===== config.mk =====
export PLATFORM = sky130hd
export DESIGN_NAME = peak_rv32im_fetch
export DESIGN_NICKNAME = d
export VERILOG_FILES = /design/src/rtl/peak_rv32im_pkg.sv /design/src/rtl/peak_sync_fifo.sv /design/src/rtl/peak_rv32im_fetch.sv
export SDC_FILE = /design/constraint.sdc
export NUM_CORES = 1
export LEC_CHECK = 0
export ABC_AREA = 1
export BUFFER_PORTS_ARGS = -buffer_cell sky130_fd_sc_hd__clkbuf_2
export CAP_MARGIN = 20
export CORE_MARGIN = 2
export CORE_UTILIZATION = 50
export CTS_CLUSTER_SIZE = 40
export DETAILED_ROUTE_END_ITERATION = 7
export GPL_ROUTABILITY_DRIVEN = 0
export PLACE_DENSITY = 0.72
export SYNTH_ARGS = -nofsm -noshare
export SYNTH_HDL_FRONTEND = slang
export SYNTH_SLANG_ARGS = --single-unit

===== constraint.sdc =====
create_clock -name CLK -period 13.2 [get_ports CLK]
set_input_delay 1.32 -clock CLK [delete_from_list [all_inputs] [get_ports CLK]]
set_output_delay 1.32 -clock CLK [all_outputs]
set_load 0.02 [all_outputs]

===== src/rtl/peak_rv32im_pkg.sv =====
// rtl/peak_rv32im_pkg.sv - shared types and constants for the rv32im fetch stage
//
// Purpose:
//   Types and constants used by the fetch stage and its queues.
//   - NOP_INST      : canonical RV32I NOP (addi x0, x0, 0). Fetch presents it
//                     when no real instruction is available or the fetch faulted.
//   - fetch_entry_t : one decode-bound entry {fault, pc, inst}.
//   - word_align()  : clears the byte-offset bits of an address.
package peak_rv32im_pkg;

  localparam logic [31:0] NOP_INST = 32'h0000_0013;

  typedef struct packed {
    logic        fault;
    logic [31:0] pc;
    logic [31:0] inst;
  } fetch_entry_t;

  function automatic logic [31:0] word_align(input logic [31:0] addr);
    return addr & 32'hFFFF_FFFC;
  endfunction

endpackage


===== src/rtl/peak_sync_fifo.sv =====
// rtl/peak_sync_fifo.sv - synchronous FIFO with flush, generic entry type
//
// Purpose:
//   Small circular-buffer FIFO. The head entry comes straight from storage, so
//   a word pushed on one edge is visible at the head from the next cycle.
//   Flush takes priority over push and pop.
// Parameters:
//   DEPTH  number of entries (power of 2, >= 2)
//   T      entry type
// Ports:
//   clk        in   clock
//   rst        in   asynchronous active-high reset
//   flush      in   empty the FIFO (wins over push/pop)
//   push       in   write push_data at the tail
//   push_data  in   entry to write
//   pop        in   drop the head entry (ignored when empty)
//   head       out  oldest entry (meaningless when count == 0)
//   count      out  number of valid entries, 0..DEPTH
module peak_sync_fifo #(
  parameter int  DEPTH = 2,
  parameter type T     = logic [31:0]
) (
  input  logic                     clk,
  input  logic                     rst,
  input  logic                     flush,
  input  logic                     push,
  input  T                         push_data,
  input  logic                     pop,
  output T                         head,
  output logic [$clog2(DEPTH):0]   count
);

  localparam int PW = $clog2(DEPTH);

  T               mem [DEPTH];
  logic [PW-1:0]  wr_ptr;
  logic [PW-1:0]  rd_ptr;
  logic           full;
  logic           empty;
  logic           do_push;
  logic           do_pop;

  assign empty   = (count == '0);
  assign full    = (count == (PW+1)'(DEPTH));
  assign do_pop  = pop && !empty;
  assign do_push = push && !full;
  assign head    = mem[rd_ptr];

  always_ff @(posedge clk or posedge rst) begin
    if (rst) begin
      wr_ptr <= '0;
      rd_ptr <= '0;
      count  <= '0;
    end else if (flush) begin
      wr_ptr <= '0;
      rd_ptr <= '0;
      count  <= '0;
    end else begin
      if (do_push) wr_ptr <= wr_ptr + PW'(1);
      if (do_pop)  rd_ptr <= rd_ptr + PW'(1);
      count <= count + (PW+1)'(do_push) - (PW+1)'(do_pop);
    end
  end

  // Storage needs no reset; count gates every use of the head.
  always_ff @(posedge clk) begin
    if (do_push && !flush) mem[wr_ptr] <= push_data;
  end

  // Users size their credit so that a push never meets a full FIFO.
  overflow_a: assert property (@(posedge clk) disable iff (rst) !(push && full && !flush));

endmodule


===== src/rtl/peak_rv32im_fetch.sv =====
// rtl/peak_rv32im_fetch.sv - rv32im instruction fetch stage
//
// Purpose:
//   Issues sequential word fetches on a req/gnt/rvalid instruction-memory port,
//   buffers returned words with their PCs and hands them to decode over a
//   valid/ready handshake. Handles redirects (flush + restart) and fetch faults
//   (fault entry, then issue halts until the next redirect).
// Parameters:
//   RESET_PC    first fetch address after reset
//   FIFO_DEPTH  output queue depth and in-flight credit (power of 2, >= 2)
// Ports:
//   CLK, RST                  clock, asynchronous active-high reset
//   REDIRECT, REDIRECT_PC     restart fetch at REDIRECT_PC (word aligned)
//   I_MEM_REQ, I_MEM_ADDR     fetch request and word address
//   I_MEM_GNT                 request accepted when REQ && GNT
//   I_MEM_RVALID, I_MEM_RDATA, I_MEM_ERR   in-order response, bus error
//   INST_VALID, INST_CODE, INST_PC, INST_FAULT   entry to decode
//   INST_READY                decode consumes the entry when VALID && READY
module peak_rv32im_fetch
  import peak_rv32im_pkg::*;
#(
  parameter logic [31:0] RESET_PC   = 32'h0000_0000,
  parameter int          FIFO_DEPTH = 2
) (
  input  logic        CLK,
  input  logic        RST,
  input  logic        REDIRECT,
  input  logic [31:0] REDIRECT_PC,
  output logic        I_MEM_REQ,
  output logic [31:0] I_MEM_ADDR,
  input  logic        I_MEM_GNT,
  input  logic        I_MEM_RVALID,
  input  logic [31:0] I_MEM_RDATA,
  input  logic        I_MEM_ERR,
  output logic        INST_VALID,
  output logic [31:0] INST_CODE,
  output logic [31:0] INST_PC,
  output logic        INST_FAULT,
  input  logic        INST_READY
);

  localparam int CW = $clog2(FIFO_DEPTH) + 1;

  logic          running;
  logic          req_hold;
  logic          halted;
  logic [31:0]   pc;
  logic [CW-1:0] outstanding;
  logic [CW-1:0] drop_cnt;
  logic [CW-1:0] q_count;
  logic [CW:0]   credit_used;
  logic          credit_ok;
  logic          accept;
  logic          rsp_live;
  logic          rsp_drop;
  logic          inst_valid;
  logic          pop;
  logic [31:0]   inflight_pc;
  fetch_entry_t  q_in;
  fetch_entry_t  q_head;

  // Stale responses still owed after a redirect occupy credit too, so a new
  // stream can never have more requests in flight than the queue can absorb.
  assign credit_used = {1'b0, q_count} + {1'b0, outstanding} + {1'b0, drop_cnt};
  assign credit_ok   = credit_used < (CW+1)'(FIFO_DEPTH);

  // running keeps REQ low while RST is held; req_hold keeps an ungranted
  // request (and its address) up even if a fault halts issue meanwhile.
  assign I_MEM_REQ  = running && (req_hold || (credit_ok && !halted));
  assign I_MEM_ADDR = pc;
  assign accept     = I_MEM_REQ && I_MEM_GNT;

  // A response in the redirect cycle is always stale.
  assign rsp_live = I_MEM_RVALID && !REDIRECT && (drop_cnt == '0);
  assign rsp_drop = I_MEM_RVALID && !REDIRECT && (drop_cnt != '0);

  assign inst_valid = (q_count != '0);
  assign pop        = inst_valid && INST_READY && !REDIRECT;

  always_comb begin
    q_in       = '0;
    q_in.fault = I_MEM_ERR;
    q_in.pc    = inflight_pc;
    q_in.inst  = I_MEM_ERR ? NOP_INST : I_MEM_RDATA;
  end

  // PCs of accepted requests, in request order; its count is the outstanding counter.
  peak_sync_fifo #(
    .DEPTH (FIFO_DEPTH),
    .T     (logic [31:0])
  ) u_inflight (
    .clk       (CLK),
    .rst       (RST),
    .flush     (REDIRECT),
    .push      (accept && !REDIRECT),
    .push_data (pc),
    .pop       (rsp_live),
    .head      (inflight_pc),
    .count     (outstanding)
  );

  peak_sync_fifo #(
    .DEPTH (FIFO_DEPTH),
    .T     (fetch_entry_t)
  ) u_queue (
    .clk       (CLK),
    .rst       (RST),
    .flush     (REDIRECT),
    .push      (rsp_live),
    .push_data (q_in),
    .pop       (pop),
    .head      (q_head),
    .count     (q_count)
  );

  always_ff @(posedge CLK or posedge RST) begin
    if (RST) begin
      running  <= 1'b0;
      req_hold <= 1'b0;
      halted   <= 1'b0;
      pc       <= RESET_PC;
      drop_cnt <= '0;
    end else begin
      running <= 1'b1;
      if (REDIRECT) begin
        pc       <= word_align(REDIRECT_PC);
        req_hold <= 1'b0;
        halted   <= 1'b0;
        // Everything in flight becomes stale, including a request accepted
        // this cycle; a response arriving this cycle already retires one.
        drop_cnt <= drop_cnt + outstanding + CW'(accept) - CW'(I_MEM_RVALID);
      end else begin
        if (accept) pc <= pc + 32'd4;
        req_hold <= I_MEM_REQ && !I_MEM_GNT;
        if (rsp_live && I_MEM_ERR) halted <= 1'b1;
        if (rsp_drop) drop_cnt <= drop_cnt - CW'(1);
      end
    end
  end

  assign INST_VALID = inst_valid;
  assign INST_CODE  = inst_valid ? q_head.inst : NOP_INST;
  assign INST_PC    = inst_valid ? q_head.pc : RESET_PC;
  assign INST_FAULT = inst_valid && q_head.fault;

endmodule


; After elaboration in Yosys (flattened, before gate mapping)
; Memory sizes are Yosys's and may differ from the RTL's.
; Cells that the tools add are included.
; Widths: inputs -> output; s select.
[word_totals]
ff_bits = 45
latchBits = 0
ram_bits = 194
rom_bits = 0
inputBits = 71
output_inout_bits = 99
n_memories = 2
[op_classes]
add_sub_neg = 15
n_mul = 0
div_mod_pow = 0
order_cmp = 1
n_eq_ne = 2
shifts = 0
n_mux = 24
bitwise = 0
n_reduce_logical = 38
[memory_table]
columns = memory, words, word_bits, rd, rd_clocked_by_memory_dff, wr, line_no
row1 = u_queue.mem, 2, 65, 1, 0, 1, peak_sync_fifo.sv:35  ; T mem [DEPTH];
row2 = u_inflight.mem, 2, 32, 1, 0, 1, peak_sync_fifo.sv:35
[op_table]
columns = op, count
row1 = $mux 32, 5
row2 = $add 32x3->32 const B, 1
row3 = $logic_and 1x1->1, 18
row4 = $reduce_bool 2->1, 9
row5 = $mux 1, 15
row6 = $mux 2, 4
row7 = $logic_not 1->1, 7
row8 = $add 2x1->2, 3
row9 = $logic_not 2->1, 3
row10 = $sub 2x1->2, 3
row11 = $add 1x1->1 const B, 4
row12 = $eq 2x2->1 const B, 2
row13 = $add 2x2->3, 1
row14 = $add 3x2->3, 1
row15 = $lt 3x2->1 const B, 1
row16 = $add 2x2->2, 1
row17 = $sub 2x1->2 const B, 1
row18 = $logic_or 1x1->1, 1

; Depth between registers and ports, before layout
[depth]
ltp_word = 12
depth_mapped = 17
mapped_depth_nobuf = 16

; Hierarchy
; From an unflattened synthesis, not the netlist that was laid out.
[unflattened]
cells_unflattened = 1185
area_unflattened_um2 = 11068.1
[modules_own_cells]
columns = module, instances, cells_each, area_each_um2, seq_area_each_um2
row1 = peak_sync_fifo at u_queue, 1, 374, 4963.5, 4003.8
row2 = peak_rv32im_fetch, 1, 609, 3469.6, 875.8
row3 = peak_sync_fifo at u_inflight, 1, 202, 2635.0, 2021.9

; Worst setup path after synthesis
; OpenSTA, ideal clock, no wires.
[synth_timing]
path_type = input-to-reg
from = input REDIRECT
to = memory u_queue.mem[1][0] in the netlist's numbering (enable)
setup_time_ns = 0.485
t_arrival_ns = 4.442
t_required_ns = 12.715
slack_ns = 8.273
cell_stages = 5
path_buffers = 0
path_cell_list = inv_2 > nand3_1 > a21oi_1 > inv_1 > nor2_1
[synth_between]
elab_chain_cells = 7
[synth_rtl]
columns = item, line_no
row1 = from (decl), peak_rv32im_fetch.sv:27  ; input logic REDIRECT,
row2 = $logic_not 1->1 *, "peak_sync_fifo.sv:67, peak_rv32im_fetch.sv:74"
row3 = $logic_and 1x1->1 (2 in series), peak_rv32im_fetch.sv:74  ; assign rsp_live = I_MEM_RVALID && !REDIRECT && (drop_cnt == '0);
row4 = $logic_and 1x1->1, peak_sync_fifo.sv:46  ; assign do_push = push && !full;
row5 = $logic_and 1x1->1 *, peak_sync_fifo.sv:67  ; if (do_push && !flush) mem[wr_ptr] <= push_data;
row6 = $mux 1 *, peak_sync_fifo.sv:67
row7 = $mux 1 (implied by the code) *, peak_sync_fifo.sv:67
row8 = to (decl), peak_sync_fifo.sv:35
; Every way passes the cells marked *; elsewhere a longest branch is shown, timed or not.

; Worst setup path after layout
[layout_timing]
from = input REDIRECT
to = memory u_queue.mem[1][26] in the netlist's numbering (enable)
; Same word-level chain as after synthesis.

==> results.yml <==
status:
  run_status: "finished clean"
clocking:
  cts_bufs_inserted: 24
  clk_pin_slew_worst_paths_ns: 0.05
  clockRootBuffer: "sky130_fd_sc_hd__clkbuf_16"
  tritoncts: "done"
  postCtsHoldBufs: 0
  post_cts_resized: 0
  clock_sink_count: 229
  clock_path_buffers: 3
  worst_skew_pair_latency_ns: 0.51
  cts.repair_timing.setup_buffer_count: 0
  cts.htree.levels: 1
critical_path:
  critical_path_class: "in2reg"
  cp-end-kind: "register"
  crit_path_cells: "clkbuf_2 > inv_2 > nand3_1 > a21oi_1 > inv_1 > nor2_4 > buf_4"
  worstSetupStartpointType: "input pin"
  slowest_delay_ns: 0.62
  register_to_register_setup_slack_ns: 9.57
  required_ns: 13.33
  crit_path_dat_ns: 4.07
  crit_fanout: 47
  slowest_stage: "sky130_fd_sc_hd__buf_4"
worst_hold_path:
  timing.hold.worst.class: "reg2reg"
sta:
  post-route-worst-setup-slack_ns: 9.25
  worst_slew_pin_slew_ns: 0.963
  max_slew_violation_total_from_the_final_report: 0
  fin_skew_ns: 0.0165
  report.final.setup_viol: 0
  unrepaired_setup_endpoints_after_global_routing: "no"
  timing.final.crit_period_ns: 3.95
  timing_hold_violations_final: 0
  finalCritPeriodShare: 0.299
  max_slew_margin: 0.358
  fmax_achieved_mhz: 253
  final.setup.tns_ns: 0
  hold_slack_ns: 0.510
placement:
  post-place-ws_ns: 8.73
  numPlacedInstances: 1442
  place.detailed.hpwl_mm: 14.0
  postPlaceCellArea_um2: 11300
  port_buffers: 163
grt:
  grt-ovfl-total: 0
  grtUsageTotal: 0.201
  grt_start_max_net_pins: 65
  grt_pass1_wl_mm: 35.1
  number_of_global_route_vias_before_repair: 7052
  antenna_found_initial: 0
floorplanning:
  die_area_um2: 21600
  die_h_um: 147
  io-pin-count: 170
  fp.coreArea_um2: 20100
  floorplan.initialDensity: 0.507
  row_count: 52
  die_width_um: 147
synthesis:
  mapped_cell_area_um2: 10200
  postSynthCellCount: 1041
  yosys_register_bits: 229
  post_synth.cell_area_avg_um2: 9.80
  synth.yosys.warnings: 0
  yosysUniqueCellTypes: 31
  synth-seq-area-share: 0.653
finish:
  area_delta_synth_final_pct: 18.2
  postLayoutCoreUtil: 0.600
  diodes: 0
  post_layout_nonfiller_instances: 1486
  finalInstanceArea_um2: 12100
  layout.nets: 1281
  final_layout_size_suffix_gt1_frac: 0.186
pwr:
  pwr_density_cell_nw_per_um2: 172
  ir_worst_vdd_mv: 0.109
  fin_total_pwr_mw: 2.08
  leakagePower_nw: 5.24
routing:
  detail_route.wirelength_mm: 22.0
  avgViaCountPerCell: 5.05
  ant_nets: 0
  dr_total_vias: 7499
  detail_route.drc_violations: 0
  post_drt_wl_per_cell_um: 14.8
  drt_first_pass_iters: 5
  detail_route.iter0.violations: 600
flow_run:
  max_cap_violations: 0
critical path, delay by kind of cell:
kind / cells / cell delay, ns
AOI/OAI and AO/OA: 1 / 0.25
buffers and inverters: 4 / 1.77
and+or+nand+nor: 2 / 0.68
cells in the mapped netlist:
cell                         n  share of area
sky130_fd_sc_hd__a21oi_1    66          0.032
sky130_fd_sc_hd__nand2_2     2         0.0012
sky130_fd_sc_hd__buf_6       1         0.0011
sky130_fd_sc_hd__inv_2       4         0.0015
sky130_fd_sc_hd__buf_2       5         0.0025
sky130_fd_sc_hd__a21o_1      1        0.00074
sky130_fd_sc_hd__edfxtp_1  186           0.55
sky130_fd_sc_hd__dfrtp_1    43           0.11
sky130_fd_sc_hd__nor2_1     84          0.031
sky130_fd_sc_hd__ha_1       10          0.012
sky130_fd_sc_hd__o21ai_0    13         0.0064
sky130_fd_sc_hd__nand4_1     8         0.0049
sky130_fd_sc_hd__or2_2       5         0.0031
sky130_fd_sc_hd__nand3_1    46          0.023
sky130_fd_sc_hd__nand3_2     1        0.00098
sky130_fd_sc_hd__nand2_1   406           0.15
sky130_fd_sc_hd__buf_1       5         0.0018
sky130_fd_sc_hd__nand3b_1    7         0.0052
sky130_fd_sc_hd__nor3_1      4         0.0020
sky130_fd_sc_hd__fa_1        2         0.0039
sky130_fd_sc_hd__buf_4       4         0.0029
sky130_fd_sc_hd__inv_1      84          0.031
sky130_fd_sc_hd__xor2_1      5         0.0043
sky130_fd_sc_hd__nor2_4      1         0.0011
sky130_fd_sc_hd__o22ai_1     1        0.00061
sky130_fd_sc_hd__o21ai_1     2        0.00098
sky130_fd_sc_hd__conb_1      2        0.00074
sky130_fd_sc_hd__o211ai_1    1        0.00074
sky130_fd_sc_hd__clkbuf_1   28          0.010
sky130_fd_sc_hd__nor2_2      3         0.0018
sky130_fd_sc_hd__xnor2_1    11         0.0094
routing by layer:
metal,track usage,vias up,share of wire
li1,-,3696,-
met1,0.287,3471,0.44
met2,0.320,295,0.46
met3,0.0292,37,0.070
met4,0.0694,0,0.026
met5,0,-,0
cell usage in the layout, fill, tap and decap left out, types with 2 or more instances in the layout:
master	count
sky130_fd_sc_hd__xnor2_1	11
sky130_fd_sc_hd__nand3_1	46
sky130_fd_sc_hd__conb_1	5
sky130_fd_sc_hd__inv_1	84
sky130_fd_sc_hd__clkbuf_16	25
sky130_fd_sc_hd__nand3b_1	7
sky130_fd_sc_hd__xor2_1	5
sky130_fd_sc_hd__inv_2	4
sky130_fd_sc_hd__a21oi_1	66
sky130_fd_sc_hd__clkinv_2	3
sky130_fd_sc_hd__clkinv_1	2
sky130_fd_sc_hd__o21ai_0	13
sky130_fd_sc_hd__or2_2	5
sky130_fd_sc_hd__clkbuf_2	163
sky130_fd_sc_hd__nor2_1	80
sky130_fd_sc_hd__nor2_4	5
sky130_fd_sc_hd__fa_1	2
sky130_fd_sc_hd__nor2_2	3
sky130_fd_sc_hd__dfrtp_1	42
sky130_fd_sc_hd__nand2_2	2
sky130_fd_sc_hd__buf_4	8
sky130_fd_sc_hd__o21ai_1	2
sky130_fd_sc_hd__clkbuf_8	4
sky130_fd_sc_hd__edfxtp_1	186
sky130_fd_sc_hd__nand2_1	406
sky130_fd_sc_hd__ha_1	10
sky130_fd_sc_hd__clkbuf_1	8
sky130_fd_sc_hd__bufinv_16	2
sky130_fd_sc_hd__nand4_1	8
sky130_fd_sc_hd__nor3_1	4
kinds of logic (layout without fill, tap and decap cells):
logic type / after synthesis / count (layout) / synth area share
compound gates: 84 / 84 / 0.0418
xor+xnor: 16 / 16 / 0.0137
fa+ha+maj: 12 / 12 / 0.0162
buf+inv: 131 / 303 / 0.0510
flops: 229 / 229 / 0.653
other cells: 2 / 5 / 0.000736
simple gates: 567 / 567 / 0.223
final cells by class:
cell class | instances | area, um2
Inverter | 88 | 330
Clock buffer | 37 | 711
Tap cell | 270 | 338
Fill cell | 1656 | 8050
Timing Repair Buffer | 171 | 876
Multi-Input combinational cell | 684 | 3060
Sequential cell | 229 | 6660
Clock inverter | 7 | 82.6
power by group:
part	switching (mW)	total [mW]	internal (mW)
registers	0.0714	0.940	0.869
logic	0.333	0.474	0.141
clock network	0.257	0.665	0.408
final timing paths:
| kind | startpoint | to | cells after the start |
|---|---|---|---|
| max reg2reg | u_inflight.count[1] | u_inflight.mem[1][27] | 11 |
| max | REDIRECT | u_queue.mem[1][26] | 7 |
| min reg2reg | halted | halted | 2 |
| max in group asynchronous | RST | u_queue.rd_ptr | 3 |
| min | halted | halted | 2 |
| min in group asynchronous | RST | running | 3 |
state kept, by name, summed over array words and instances, names as in the netlist, 2 cells and up:
| name | flops |
|---|---|
| u_queue.mem | 126 |
| u_inflight.mem | 60 |
| I_MEM_ADDR | 30 |
| drop_cnt | 2 |
| u_inflight.count | 2 |
| u_queue.count | 2 |
Note: power is estimated with default switching activity, not from simulation.
